$ cat src/rtl/fetch_pc_ctrl.sv
// fetch_pc_ctrl
// Instruction fetch front end. It drives the program counter update interface,
// sends fetch requests to instruction memory over a valid/ready channel, and
// buffers the returned instructions with their PC tags for decode. It also
// handles branch/jump redirects by flushing the buffer and discarding data
// that is still in flight.
//
// Ports:
//   Clk, Reset             clock; synchronous active-low reset
//   PCResult / PCNext      current PC in; next PC out
//   PCWrite                PC load enable
//   IMemReq*               fetch request: Valid/Addr out, Ready in
//   IMemResp*              fetch response: Valid/Data in (variable latency)
//   Instr* / InstrReady    buffer head to decode: Valid/Instr/PC out, Ready in
//   Redirect*              taken branch/jump and its target PC
module fetch_pc_ctrl #(
  parameter int BUF_DEPTH = 2,
  parameter int PC_STEP   = 4
) (
  input  logic        Clk,
  input  logic        Reset,
  input  logic [31:0] PCResult,
  output logic [31:0] PCNext,
  output logic        PCWrite,
  output logic        IMemReqValid,
  output logic [31:0] IMemReqAddr,
  input  logic        IMemReqReady,
  input  logic        IMemRespValid,
  input  logic [31:0] IMemRespData,
  output logic        InstrValid,
  output logic [31:0] Instr,
  output logic [31:0] InstrPC,
  input  logic        InstrReady,
  input  logic        Redirect,
  input  logic [31:0] RedirectTarget
);

  localparam int PW = (BUF_DEPTH > 1) ? $clog2(BUF_DEPTH) : 1;
  localparam int CW = PW + 1;

  typedef enum logic [1:0] {
    IDLE = 2'd0,
    REQ  = 2'd1,
    WAIT = 2'd2,
    DROP = 2'd3
  } state_t;

  state_t          state_r, state_s;
  logic [CW-1:0]   count_r, count_s;
  logic [PW-1:0]   wr_ptr_r, rd_ptr_r;
  logic [31:0]     tag_r;
  logic [31:0]     buf_instr_r [BUF_DEPTH];
  logic [31:0]     buf_pc_r    [BUF_DEPTH];

  logic            head_valid_s;
  logic            req_valid_s;
  logic            handshake_s;
  logic            push_s;
  logic            pop_s;

  // Handshake, push and pop qualifiers; a redirect cancels all of them.
  always_comb begin
    head_valid_s = (count_r != {CW{1'b0}});
    req_valid_s  = Reset && (state_r == REQ) && !Redirect;
    handshake_s  = req_valid_s && IMemReqReady;
    push_s       = Reset && (state_r == WAIT) && IMemRespValid && !Redirect;
    pop_s        = Reset && head_valid_s && InstrReady && !Redirect;
  end

  // Occupancy after this cycle; a redirect empties the buffer.
  always_comb begin
    count_s = count_r;
    if (Redirect) begin
      count_s = {CW{1'b0}};
    end else begin
      count_s = count_r + CW'(push_s) - CW'(pop_s);
    end
  end

  // Next-state logic. The issue decision uses the post-push/pop occupancy so a
  // new request is only made when its response is guaranteed a free slot.
  always_comb begin
    state_s = state_r;
    case (state_r)
      IDLE: begin
        if (Redirect) begin
          state_s = REQ;
        end else if (count_r < CW'(BUF_DEPTH)) begin
          state_s = REQ;
        end else begin
          state_s = IDLE;
        end
      end
      REQ: begin
        if (Redirect) begin
          state_s = REQ;
        end else if (handshake_s) begin
          state_s = WAIT;
        end else begin
          state_s = REQ;
        end
      end
      WAIT: begin
        if (Redirect) begin
          // A response that arrives with the redirect is simply dropped here;
          // without one, the stale response is still owed and must be eaten.
          state_s = IMemRespValid ? REQ : DROP;
        end else if (IMemRespValid) begin
          state_s = (count_s < CW'(BUF_DEPTH)) ? REQ : IDLE;
        end else begin
          state_s = WAIT;
        end
      end
      DROP: begin
        if (Redirect) begin
          state_s = DROP;
        end else if (IMemRespValid) begin
          state_s = REQ;
        end else begin
          state_s = DROP;
        end
      end
      default: state_s = IDLE;
    endcase
  end

  // PC update and request/decode outputs; everything is forced quiet in reset.
  always_comb begin
    PCWrite      = 1'b0;
    PCNext       = PCResult;
    IMemReqValid = req_valid_s;
    IMemReqAddr  = PCResult;
    InstrValid   = 1'b0;
    Instr        = 32'd0;
    InstrPC      = 32'd0;
    if (!Reset) begin
      PCNext = 32'd0;
    end else begin
      if (Redirect) begin
        PCWrite = 1'b1;
        PCNext  = RedirectTarget;
      end else if (handshake_s) begin
        PCWrite = 1'b1;
        PCNext  = PCResult + 32'(PC_STEP);
      end else begin
        PCWrite = 1'b0;
        PCNext  = PCResult;
      end
      InstrValid = head_valid_s;
      Instr      = buf_instr_r[rd_ptr_r];
      InstrPC    = buf_pc_r[rd_ptr_r];
    end
  end

  // State, tag and FIFO storage registers.
  always_ff @(posedge Clk) begin
    if (!Reset) begin
      state_r  <= IDLE;
      count_r  <= {CW{1'b0}};
      wr_ptr_r <= {PW{1'b0}};
      rd_ptr_r <= {PW{1'b0}};
      tag_r    <= 32'd0;
      for (int i = 0; i < BUF_DEPTH; i++) begin
        buf_instr_r[i] <= 32'd0;
        buf_pc_r[i]    <= 32'd0;
      end
    end else begin
      state_r <= state_s;
      count_r <= count_s;
      if (handshake_s) begin
        tag_r <= PCResult;
      end
      if (Redirect) begin
        wr_ptr_r <= {PW{1'b0}};
        rd_ptr_r <= {PW{1'b0}};
      end else begin
        if (push_s) begin
          buf_instr_r[wr_ptr_r] <= IMemRespData;
          buf_pc_r[wr_ptr_r]    <= tag_r;
          wr_ptr_r              <= wr_ptr_r + PW'(1'b1);
        end
        if (pop_s) begin
          rd_ptr_r <= rd_ptr_r + PW'(1'b1);
        end
      end
    end
  end

endmodule

$ cat config.mk
export PLATFORM = sky130hd
export DESIGN_NAME = fetch_pc_ctrl
export DESIGN_NICKNAME = d
export VERILOG_FILES = /design/src/rtl/fetch_pc_ctrl.sv
export SDC_FILE = /design/constraint.sdc
export NUM_CORES = 1
export LEC_CHECK = 0
export CORE_ASPECT_RATIO = 0.9
export CORE_UTILIZATION = 35
export CTS_CLUSTER_SIZE = 24
export DETAILED_ROUTE_END_ITERATION = 8
export PLACE_DENSITY = 0.67
export SYNTH_ARGS = -nofsm -noshare
export SYNTH_HDL_FRONTEND = slang
export SYNTH_SLANG_ARGS = --single-unit
$ cat constraint.sdc
create_clock -name Clk -period 12.44 [get_ports Clk]
set_input_delay 3.732 -clock Clk [delete_from_list [all_inputs] [get_ports Clk]]
set_output_delay 3.732 -clock Clk [all_outputs]
set_load 0.01 [all_outputs]
* Word-level counts from Yosys, hierarchy flattened
Memory sizes are Yosys's and may differ from the RTL's. A register that Yosys moved wholly into a read port is not among the register bits.
Cells that the tools add are included.
Widths: inputs -> output; s select.
** Storage, ports and cells
- Flip-flop bits (word level) :: 38
- Memory bits (writable) :: 128
- Bits of input ports :: 102
- Output and inout bits :: 131
- Logic and storage cells :: 68
- Memories kept :: 2
** Memory list
- buf_instr_r :: words 2, width 32, rd ports 1, clocked after memory_dff 1, write ports 2, RTL line 52 : logic [31:0] buf_instr_r [BUF_DEPTH];
- buf_pc_r :: words 2, width 32, rd ports 1, clocked after memory_dff 1, write ports 2, RTL line 53 : logic [31:0] buf_pc_r [BUF_DEPTH];
** Cells by class
- $add $sub $neg :: 5
- $lt $le $gt $ge :: 2
- Eq/ne operators :: 3
- Mux-type cells :: 35
- Bitwise gates (word level) :: 1
- Reduce and logical (&&, ||, !) cells :: 15
** Operators by type and width (number)
- $mux 32 :: 7
- $reduce_or 32->1 :: 2
- $add 32x3->32 const B :: 1
- $mux 1 :: 20
- $mux 2 :: 7
- $logic_and 1x1->1 :: 9
- $pmux 2 s4 :: 1
- $eq 2x2->1 const B :: 2
- $lt 2x2->1 const B :: 2
- $add 1x1->1 const B :: 2
- $add 2x1->2 :: 1
- $eq 2x1->1 const B :: 1
- $logic_not 2->1 :: 1
- $reduce_bool 2->1 :: 1
- $reduce_or 2->1 :: 1
- $sub 2x1->2 :: 1
- $logic_not 1->1 :: 1
- $not 1->1 :: 1

* Logic depth before layout (Yosys ltp)
Gate-level depths: netlist (run 1).
- Word-level depth :: 12
- Mapped depth :: 12
- Depth with buffers taken out :: 10

* Worst setup path before layout (run 1)
Ideal clock, no wire load.
- Kind :: input to register
- From :: in Reset
- To :: mem buf_instr_r[0][0] (enable)
- Setup time :: 574 ps
- Arrival :: 8954 ps
- Path slack :: 2912 ps
- Cell stages on the path :: 6
- Buffers on the path :: 2
- Cells stage by stage :: clkbuf_1 nand2b_1 clkbuf_1 nor2_1 inv_1 o21ai_0
** RTL lines
- start, declared :: RTL line 21 : input logic Reset,
- end, declared :: RTL line 52

* Final worst setup path (run 1)
- From :: in Reset
- To :: out PCNext[30]
** Between the ends
- Longest elaborated chain between the ends :: 6
** RTL lines
- $logic_and 1x1->1 (2 in series) :: RTL line 64 : req_valid_s = Reset && (state_r == REQ) && !Redirect;
- $logic_and 1x1->1 :: RTL line 65 : handshake_s = req_valid_s && IMemReqReady;
- $mux 32 :: RTL line 142 : end else if (handshake_s) begin
- $mux 32 :: RTL line 139 : if (Redirect) begin
- $mux 32 (*) :: RTL line 136 : if (!Reset) begin
- end, declared :: RTL line 23 : output logic [31:0] PCNext,
Mark *: on every way between the ends. The rest lies on a longest branch, timed or not.

==> results of run 1 <==
==> power by group through the flow <==
| stage | registers (W) | logic [W] | clock network [W] |
|---|---|---|---|
| floorplan | 0.000634 | 0.0000615 | 0 |
| global placement | 0.000632 | 0.000150 | 0 |
| detailed placement | 0.000633 | 0.000151 | 0 |
| CTS | 0.000621 | 0.000152 | 0.000582 |
| global route | 0.000622 | 0.000162 | 0.000602 |
| finish | 0.000621 | 0.000150 | 0.000572 |
==> cell usage in the layout, fill, tap and decap left out, types with 2 or more instances in the layout <==
cell                              synthesis  routed
sky130_fd_sc_hd__a21oi_1                 54      54
sky130_fd_sc_hd__a31oi_1                  6       6
sky130_fd_sc_hd__and2_1                  70      70
sky130_fd_sc_hd__and3_1                  69      69
sky130_fd_sc_hd__and4_1                   6       6
sky130_fd_sc_hd__buf_4                   32      10
sky130_fd_sc_hd__bufinv_16                0       4
sky130_fd_sc_hd__clkbuf_16                0      17
sky130_fd_sc_hd__clkdlybuf4s50_1          0     232
sky130_fd_sc_hd__clkinv_1                 2       2
sky130_fd_sc_hd__clkinv_4                 0       3
sky130_fd_sc_hd__dfxtp_1                 39      37
sky130_fd_sc_hd__edfxtp_1               128     128
sky130_fd_sc_hd__ha_1                     3       3
sky130_fd_sc_hd__inv_1                    5       5
sky130_fd_sc_hd__inv_6                    0       4
sky130_fd_sc_hd__inv_8                    0       2
sky130_fd_sc_hd__mux2i_1                 67      67
sky130_fd_sc_hd__nand2_1                 77      76
sky130_fd_sc_hd__nand2b_1                 4       4
sky130_fd_sc_hd__nand3_1                  9       9
sky130_fd_sc_hd__nand4_1                 13      13
sky130_fd_sc_hd__nand4b_1                 2       2
sky130_fd_sc_hd__nor2_1                  80      78
sky130_fd_sc_hd__nor2_4                   0       2
sky130_fd_sc_hd__nor3_1                   5       5
sky130_fd_sc_hd__nor3_4                   2       2
sky130_fd_sc_hd__nor4_1                   3       3
sky130_fd_sc_hd__o21ai_0                 31      30
sky130_fd_sc_hd__or3_1                    4       4
sky130_fd_sc_hd__xnor2_1                 11      11
sky130_fd_sc_hd__xor2_1                  17      17
==> sequential cells by signal, summed over array words and instances, names as in the netlist, named ones only <==
name         count
tag_r           32
rd_ptr_r         1
count_r          2
wr_ptr_r         1
buf_pc_r        64
buf_instr_r     64
state_r          2
==> worst register-to-register path, stage by stage (launching register included) <==
cell,delay (ps)
sky130_fd_sc_hd__dfxtp_1,430
sky130_fd_sc_hd__nand3b_1,220
sky130_fd_sc_hd__nor2_4,130
sky130_fd_sc_hd__buf_4,560
sky130_fd_sc_hd__nand2_1,200
sky130_fd_sc_hd__nand2_4,760
==> per-stage QoR <==
stage | total power [W] | std cells | utilization [%]
after floorplan | 0.000695 | 806 | -
after global placement | 0.000783 | 1260 | 45.9
after detailed placement | 0.000784 | 1260 | 45.9
after CTS | 0.00135 | 1292 | 48.6
after global routing | 0.00139 | 1292 | 48.6
final | 0.00134 | 1292 | 48.6
==> cells by family after synthesis <==
kind of cell / count (synthesis) / share of synthesized area [%]
and+or+nand+nor: 348 / 21.7
adders and majority gates: 3 / 0.448
AOI/OAI and AO/OA: 96 / 6.03
muxes: 67 / 8.00
DFF: 167 / 55.2
xor gates and xnor gates: 28 / 2.92
buffers and inverters: 97 / 5.79
==> per-layer routing <==
layer / up-vias / GRT usage [%] / wire length [um]
met1: 3137 / 24.3 / 10100
li1: 3157 / - / -
met5: - / 0 / 0
met4: 0 / 6.01 / 280
met3: 16 / 4.36 / 1300
met2: 182 / 31.4 / 11300
==> final timing paths <==
path / start / endpoint
setup / recovery: Reset / PCNext[30]
hold / removal: tag_r[8]$_SDFFE_PN0P_ / tag_r[8]$_SDFFE_PN0P_
setup reg to reg: state_r[1]$_SDFF_PN0_ / buf_instr_r[1][11]$_SDFFCE_PN0P_
hold reg to reg: tag_r[8]$_SDFFE_PN0P_ / tag_r[8]$_SDFFE_PN0P_
==> final cells by class <==
class / count / area share [%]
Sequential cell: 167 / 40.7
Multi-Input combinational cell: 542 / 29.1
Timing Repair Buffer: 242 / 21.1
Clock buffer: 17 / 3.74
Tap cell: 302 / 3.32
Clock inverter: 15 / 1.89
Inverter: 7 / 0.253
==> metrics.md, run 1 <==
| Metric | Value |
|---|---|
| Result of the run | `complete, no violations` |
| Number of buffers between clock root and the deepest sink | `2` |
| Startpoint class of the critical path | `primary input` |
| Post-synthesis async set-or-reset flop share | `0%` |
| Buffers inserted by post-CTS timing repair | `0` |
| Worst clock skew | `14.3 ps` |
| Minimum hold slack | `461 ps` |
| Clock Latency Late Sink | `420 ps` |
| Resized cells post-CTS | `0` |
| Area Overhead vs Synth | `35.8%` |
| Number of hold-repair buffers added at the cts stage | `0` |
| Routed via count | `around 6500` |
| Clock tree from TritonCTS | `done` |
| Crit path buffers/inverters | `2` |
| Num Clock Sinks | `167` |
| Commonest register cell after synthesis | `sky130_fd_sc_hd__edfxtp_1` |
| Number of nets in the final layout | `roughly 1100` |
| Remaining global-route overflow | `0` |
| Antenna viol nets, final | `0` |
| Class of the most critical hold timing path | `reg2reg` |
| Aggregate negative setup slack | `0 ps` |
| # H-tree levels | `4` |
| Family with the most delay on the worst path | `simple AND/OR/NAND/NOR gates` |
| Final hold viol count | `0` |
| Routability cong. | `approximately 0.8` |
| Count of input and output buffers | `approximately 230` |
| Full die area | `about 25000 um^2` |
| HPWL Detailed | `approximately 15000 um` |
| Register-to-register path setup slack | `between 9000 and 10000 ps` |
| Share of power burned in the clock network | `approximately 43%` |
| Portion of total power attributed to sequential cells | `46.2%` |
| Die width | `between 150 and 200 um` |
| DR WL/cell | `roughly 18 um` |
| Worst supply voltage drop on vdd | `slightly below 0.06 mV` |
| Synth cell count leaders | `sky130_fd_sc_hd__edfxtp_1 (128), sky130_fd_sc_hd__nor2_1 (80), sky130_fd_sc_hd__nand2_1 (77), sky130_fd_sc_hd__and2_1 (70), sky130_fd_sc_hd__and3_1 (69)` |
| Required @ worst endpoint | `between 8000 and 9000 ps` |
| Post-layout min period | `approximately 11000 ps` |
| Total nets after synthesis | `just over 900` |
| Number of detailed-routing iterations run before antenna repair | `4` |
| Count of boundary I/O pins | `~230` |
| RSZ-0062 raised after global routing | `false` |
| Master cell of the clock root buffer | `sky130_fd_sc_hd__clkbuf_16` |
| Wirelength, routed | `around 23000 um` |
| Share of post-route cells with drive strength above 1 | `under 10%` |
| Max Cap Violations | `0` |
| Number of cells on the worst hold path | `2` |
| N_diodes | `0` |
| Actual transition at the worst max-transition pin | `985 ps` |
| Number of cells on the critical path | `7` |
| Number of vias per cell | `between 5 and 6` |
| Top-area cell type share of the netlist area | `a little under half` |
| Area contributors post-synth | `sky130_fd_sc_hd__edfxtp_1 (46%), sky130_fd_sc_hd__dfxtp_1 (9.3%), sky130_fd_sc_hd__mux2i_1 (8.0%)` |
| Final worst slack | `roughly 1600 ps` |
| Number of synthesis warnings | `0` |
| Share of the clock period used by the worst path after layout | `87.0%` |
| Wire length of the first global-routing pass | `about 35000 um` |
| Worst slew slack as a fraction of its limit | `between 30 and 40%` |
| Post-synthesis cell type with the largest combined area | `sky130_fd_sc_hd__edfxtp_1` |
| Starting DRT DRC Count | `approximately 320` |
| Nature of the critical path endpoint | `output pin` |
| Setup Crit Path Kind | `in2out` |
| Number of global-route vias before repair | `6359` |
| Largest stage delay on the critical path | `slightly above 900 ps` |
| Setup slack at placement | `roughly 1600 ps` |
| Leakage dissipation | `4.13 nW` |
| Multi-input combinational cell area | `around 3300 um^2` |
| Non-Filler Cell Area, Final | `approximately 11000 um^2` |
| Number of placement rows | `between 50 and 60` |
| Combinational power share | `11.1%` |
| Post-synth design cell area | `approximately 8400 um^2` |
| Number of setup violations in the final report | `0` |
| Register area share after synthesis | `~55%` |
| Initial standard-cell utilization of the core | `35.8%` |
| Count of flip-flops with a built-in enable after synthesis | `about 130` |
| Die height | `149 um` |
| Cell with the most instances on the worst path | `sky130_fd_sc_hd__clkdlybuf4s50_1` |
| Number of remaining DRC errors | `0` |
| Filler Cells Inserted | `approximately 2200` |
| Most common cell in the synthesized netlist | `sky130_fd_sc_hd__edfxtp_1` |
| Core footprint | `23400 um^2` |
| Post-synthesis cell count | `slightly above 800` |
| Switching portion of total power | `between 20% and 30%` |
| Number of synthesized register bits | `around 170` |
| Number of pins with negative max-slew slack in the final report | `0` |
| Internal power of the cells | `0.00103 W` |
| Cell area power density | `between 100 and 150 nW/um^2` |
| Data arrival at the endpoint of the critical path | `around 7000 ps` |
| Crit Path Max Fanout | `13` |
| Avg Synthesized Cell Area | `around 10 um^2` |
| Cts bufs inserted | `17` |
| Global router's overall resource usage | `about a fifth` |
| Register area | `about 4600 um^2` |
| Cell at the slowest stage of the critical path | `sky130_fd_sc_hd__clkdlybuf4s50_1` |
| Clk slew on worst S/H paths | `70 ps` |
| Cell-by-cell listing of the critical path | `clkdlybuf4s50_1 > nand3_1 > nor2_1 > nand2_1 > or3_1 > a31oi_1 > clkdlybuf4s50_1` |
| Initial antenna violation count | `0` |
| Standard cell area after detailed placement | `about 11000 um^2` |
| Top achievable clock speed | `0.0924 GHz` |
| Switching power | `about 0.00031 W` |
| Largest net degree at the start of global routing | `74` |
| Worst Reg2Reg Path Length in Cells | `5` |
| Post-synth cell types | `37` |
No activity file was read; power rests on OpenSTA's default activity.
==> inputs of run 2 (changes only) <==
Settings changed: PLACE_DENSITY 0.67 to 0.57.
==> run 2 against run 1 <==
Effect of this change:
- via count about the same
- final area decreased by 0.29%
- maximum frequency increased by 1.1%
- clock power decreased by 8.2%
- critical path depth increased by 1
- count of clock-buffer cells in the layout increased by 3
- worst hold slack got worse by 0.82 ps
- setup slack improved by 120 ps
- sequential share of layout area increased by 0.12 points
- non-clock buffer count increased by 2
- power decreased by 3.5%
- flip-flop and latch count unchanged
- critical path type unchanged
- critical endpoint is now PCNext[13]
- highest routed layer is now met5
==> metrics.md, run 2 (synthesis results as in run 1) <==
| Metric | Value |
|---|---|
| Setup slack at placement | `roughly 1700 ps` |
| Resized cells post-CTS | `0` |
| Post-layout min period | `10710 ps` |
| Worst clock skew | `14.7 ps` |
| Number of hold-repair buffers added at the cts stage | `0` |
| Data arrival at the endpoint of the critical path | `around 7000 ps` |
| Core footprint | `23400 um^2` |
| Core occupancy in the finished layout | `around half` |
| Number of placement rows | `53` |
| Die width | `between 150 and 200 um` |
| Number of setup violations in the final report | `0` |
| Cts bufs inserted | `17` |
| Result of the run | `complete, no violations` |
| Switching power | `between 0.0003 and 0.0004 W` |
| Routed length on met3 | `roughly 1500 um` |
| N_diodes | `0` |
| Cell area power density | `roughly 110 nW/um^2` |
| Number of pins with negative max-slew slack in the final report | `0` |
| Setup Crit Path Kind | `in2out` |
| Share of post-route cells with drive strength above 1 | `5.24%` |
| Number of remaining DRC errors | `0` |
| Crit Path Max Fanout | `26` |
| Final hold viol count | `0` |
| Routability cong. | `~0.77` |
| Portion of total power attributed to sequential cells | `about 48%` |
| Design Power | `between 0.001 and 0.0015 W` |
| Die height | `between 100 and 150 um` |
| Wire length of the first global-routing pass | `around 36000 um` |
| Final worst slack | `between 1500 and 2000 ps` |
| Top layer used by detailed routing | `met5` |
| Routed via count | `6486` |
| Global router's overall resource usage | `19.4%` |
| Number of nets in the final layout | `between 1000 and 1500` |
| Count of input and output buffers | `approximately 230` |
| Nature of the critical path endpoint | `output pin` |
| Area Overhead vs Synth | `35.4%` |
| Max Cap Violations | `0` |
| Standard cell area after detailed placement | `about 11000 um^2` |
| Number of detailed-routing iterations run before antenna repair | `5` |
| Leakage dissipation | `between 4 and 5 nW` |
| Non-Filler Cell Area, Final | `about 11000 um^2` |
| Antenna viol nets, final | `0` |
| Switching portion of total power | `between 20% and 30%` |
| Clk slew on worst S/H paths | `about 60 ps` |
| HPWL Detailed | `14900 um` |
| Met2 wire length | `approximately 11000 um` |
| Startpoint class of the critical path | `primary input` |
| Met1 wire length | `10200 um` |
| Required @ worst endpoint | `8710 ps` |
| Initial standard-cell utilization of the core | `approximately 36%` |
| Worst slew slack as a fraction of its limit | `between 30% and 40%` |
| Class of the most critical hold timing path | `reg2reg` |
| Number of buffers between clock root and the deepest sink | `2` |
| Count of boundary I/O pins | `~230` |
| Largest net degree at the start of global routing | `73` |
| Clock tree from TritonCTS | `done` |
| Actual transition at the worst max-transition pin | `just under 1000 ps` |
| Number of global-route vias before repair | `about 6300` |
| Top achievable clock speed | `between 0.09 and 0.1 GHz` |
| Num Clock Sinks | `167` |
| Number of vias per cell | `5.01` |
| Worst supply voltage drop on vdd | `just under 0.09 mV` |
| Highest-count cells in the layout ignoring fill and taps | `sky130_fd_sc_hd__clkdlybuf4s50_1 (232), sky130_fd_sc_hd__edfxtp_1 (128), sky130_fd_sc_hd__nor2_1 (78)` |
| # H-tree levels | `4` |
| Aggregate negative setup slack | `0 ps` |
| DR WL/cell | `about 18 um` |
| Remaining global-route overflow | `0` |
| Buffers inserted by post-CTS timing repair | `0` |
| Share of power burned in the clock network | `40.5%` |
| Internal power of the cells | `between 0.0009 and 0.001 W` |
| Combinational power share | `a little under an eighth` |
| Starting DRT DRC Count | `a little under 300` |
| Most frequent standard cell in the layout excluding fill and tap cells | `sky130_fd_sc_hd__clkdlybuf4s50_1` |
| Full die area | `24600 um^2` |
| Wirelength, routed | `roughly 23000 um` |
| Clock Latency Late Sink | `about 430 ps` |
| Share of the clock period used by the worst path after layout | `between 80 and 90%` |
| Master cell of the clock root buffer | `sky130_fd_sc_hd__clkbuf_16` |
| RSZ-0062 raised after global routing | `false` |
| Initial antenna violation count | `1` |
| Largest registers | `buf_instr_r x64, buf_pc_r x64, tag_r x32` |
==> run 2: changes by cell type in the layout (fill, tap and decap cells not counted) <==
| cell | delta |
|---|---|
| sky130_fd_sc_hd__inv_6 | +1 |
| sky130_fd_sc_hd__buf_4 | +2 |
| sky130_fd_sc_hd__clkinv_4 | -2 |
| sky130_fd_sc_hd__clkbuf_16 | +2 |
| sky130_fd_sc_hd__clkinv_2 | +1 |
| sky130_fd_sc_hd__bufinv_16 | -3 |
| sky130_fd_sc_hd__clkinvlp_4 | +2 |
| sky130_fd_sc_hd__inv_8 | -2 |
| sky130_fd_sc_hd__clkbuf_1 | +1 |
==> run 2: critical path, stage by stage <==
cell                              delay (ps)
sky130_fd_sc_hd__clkdlybuf4s50_1         740
sky130_fd_sc_hd__or3b_1                  630
sky130_fd_sc_hd__nor3_4                  440
sky130_fd_sc_hd__buf_4                   400
sky130_fd_sc_hd__nand3_1                 140
sky130_fd_sc_hd__xor2_1                  180
sky130_fd_sc_hd__a21oi_1                 150
sky130_fd_sc_hd__clkdlybuf4s50_1         550
==> run 2: cell type report <==
class | count | area (um^2)
clock buffers | 20 | 479
inverters | 7 | 28.8
multi-input cells | 542 | 3310
repair buffers | 244 | 2410
flip-flops and latches | 167 | 4630
fillers | 2249 | 12100
well taps | 302 | 378
clock inverters | 12 | 114
==> run 2: metal layers <==
| layer | vias up | GRT usage (%) |
|---|---|---|
| met5 | - | 0 |
| met3 | 14 | 5.17 |
| met2 | 197 | 33.0 |
| li1 | 3153 | - |
| met4 | 2 | 4.27 |
| met1 | 3120 | 24.4 |
==> run 2: power groups by stage <==
| stage | combinational (W) | clock, W | sequential, W |
|---|---|---|---|
| after global routing | 0.000163 | 0.000555 | 0.000622 |
| after detailed placement | 0.000152 | 0 | 0.000633 |
| after global placement | 0.000152 | 0 | 0.000633 |
| after floorplan | 0.0000615 | 0 | 0.000634 |
| final | 0.000150 | 0.000525 | 0.000621 |
| after CTS | 0.000153 | 0.000534 | 0.000621 |
==> run 2: path summary, 6_finish.rpt <==
kind	start	end	slack, ps	depth (start not counted)
hold reg to reg	tag_r[22]$_SDFFE_PN0P_	tag_r[22]$_SDFFE_PN0P_	460	2
hold / removal	tag_r[22]$_SDFFE_PN0P_	tag_r[22]$_SDFFE_PN0P_	460	2
setup / recovery	Redirect	PCNext[13]	1730	8
setup reg to reg	state_r[1]$_SDFF_PN0_	buf_pc_r[0][13]$_SDFFCE_PN0P_	9370	7
==> run 2: per-stage QoR <==
stage,hold slack (ps),std cells
after floorplan,440,806
after global placement,450,1262
after detailed placement,453,1262
after CTS,463,1294
after global routing,475,1294
final,460,1294
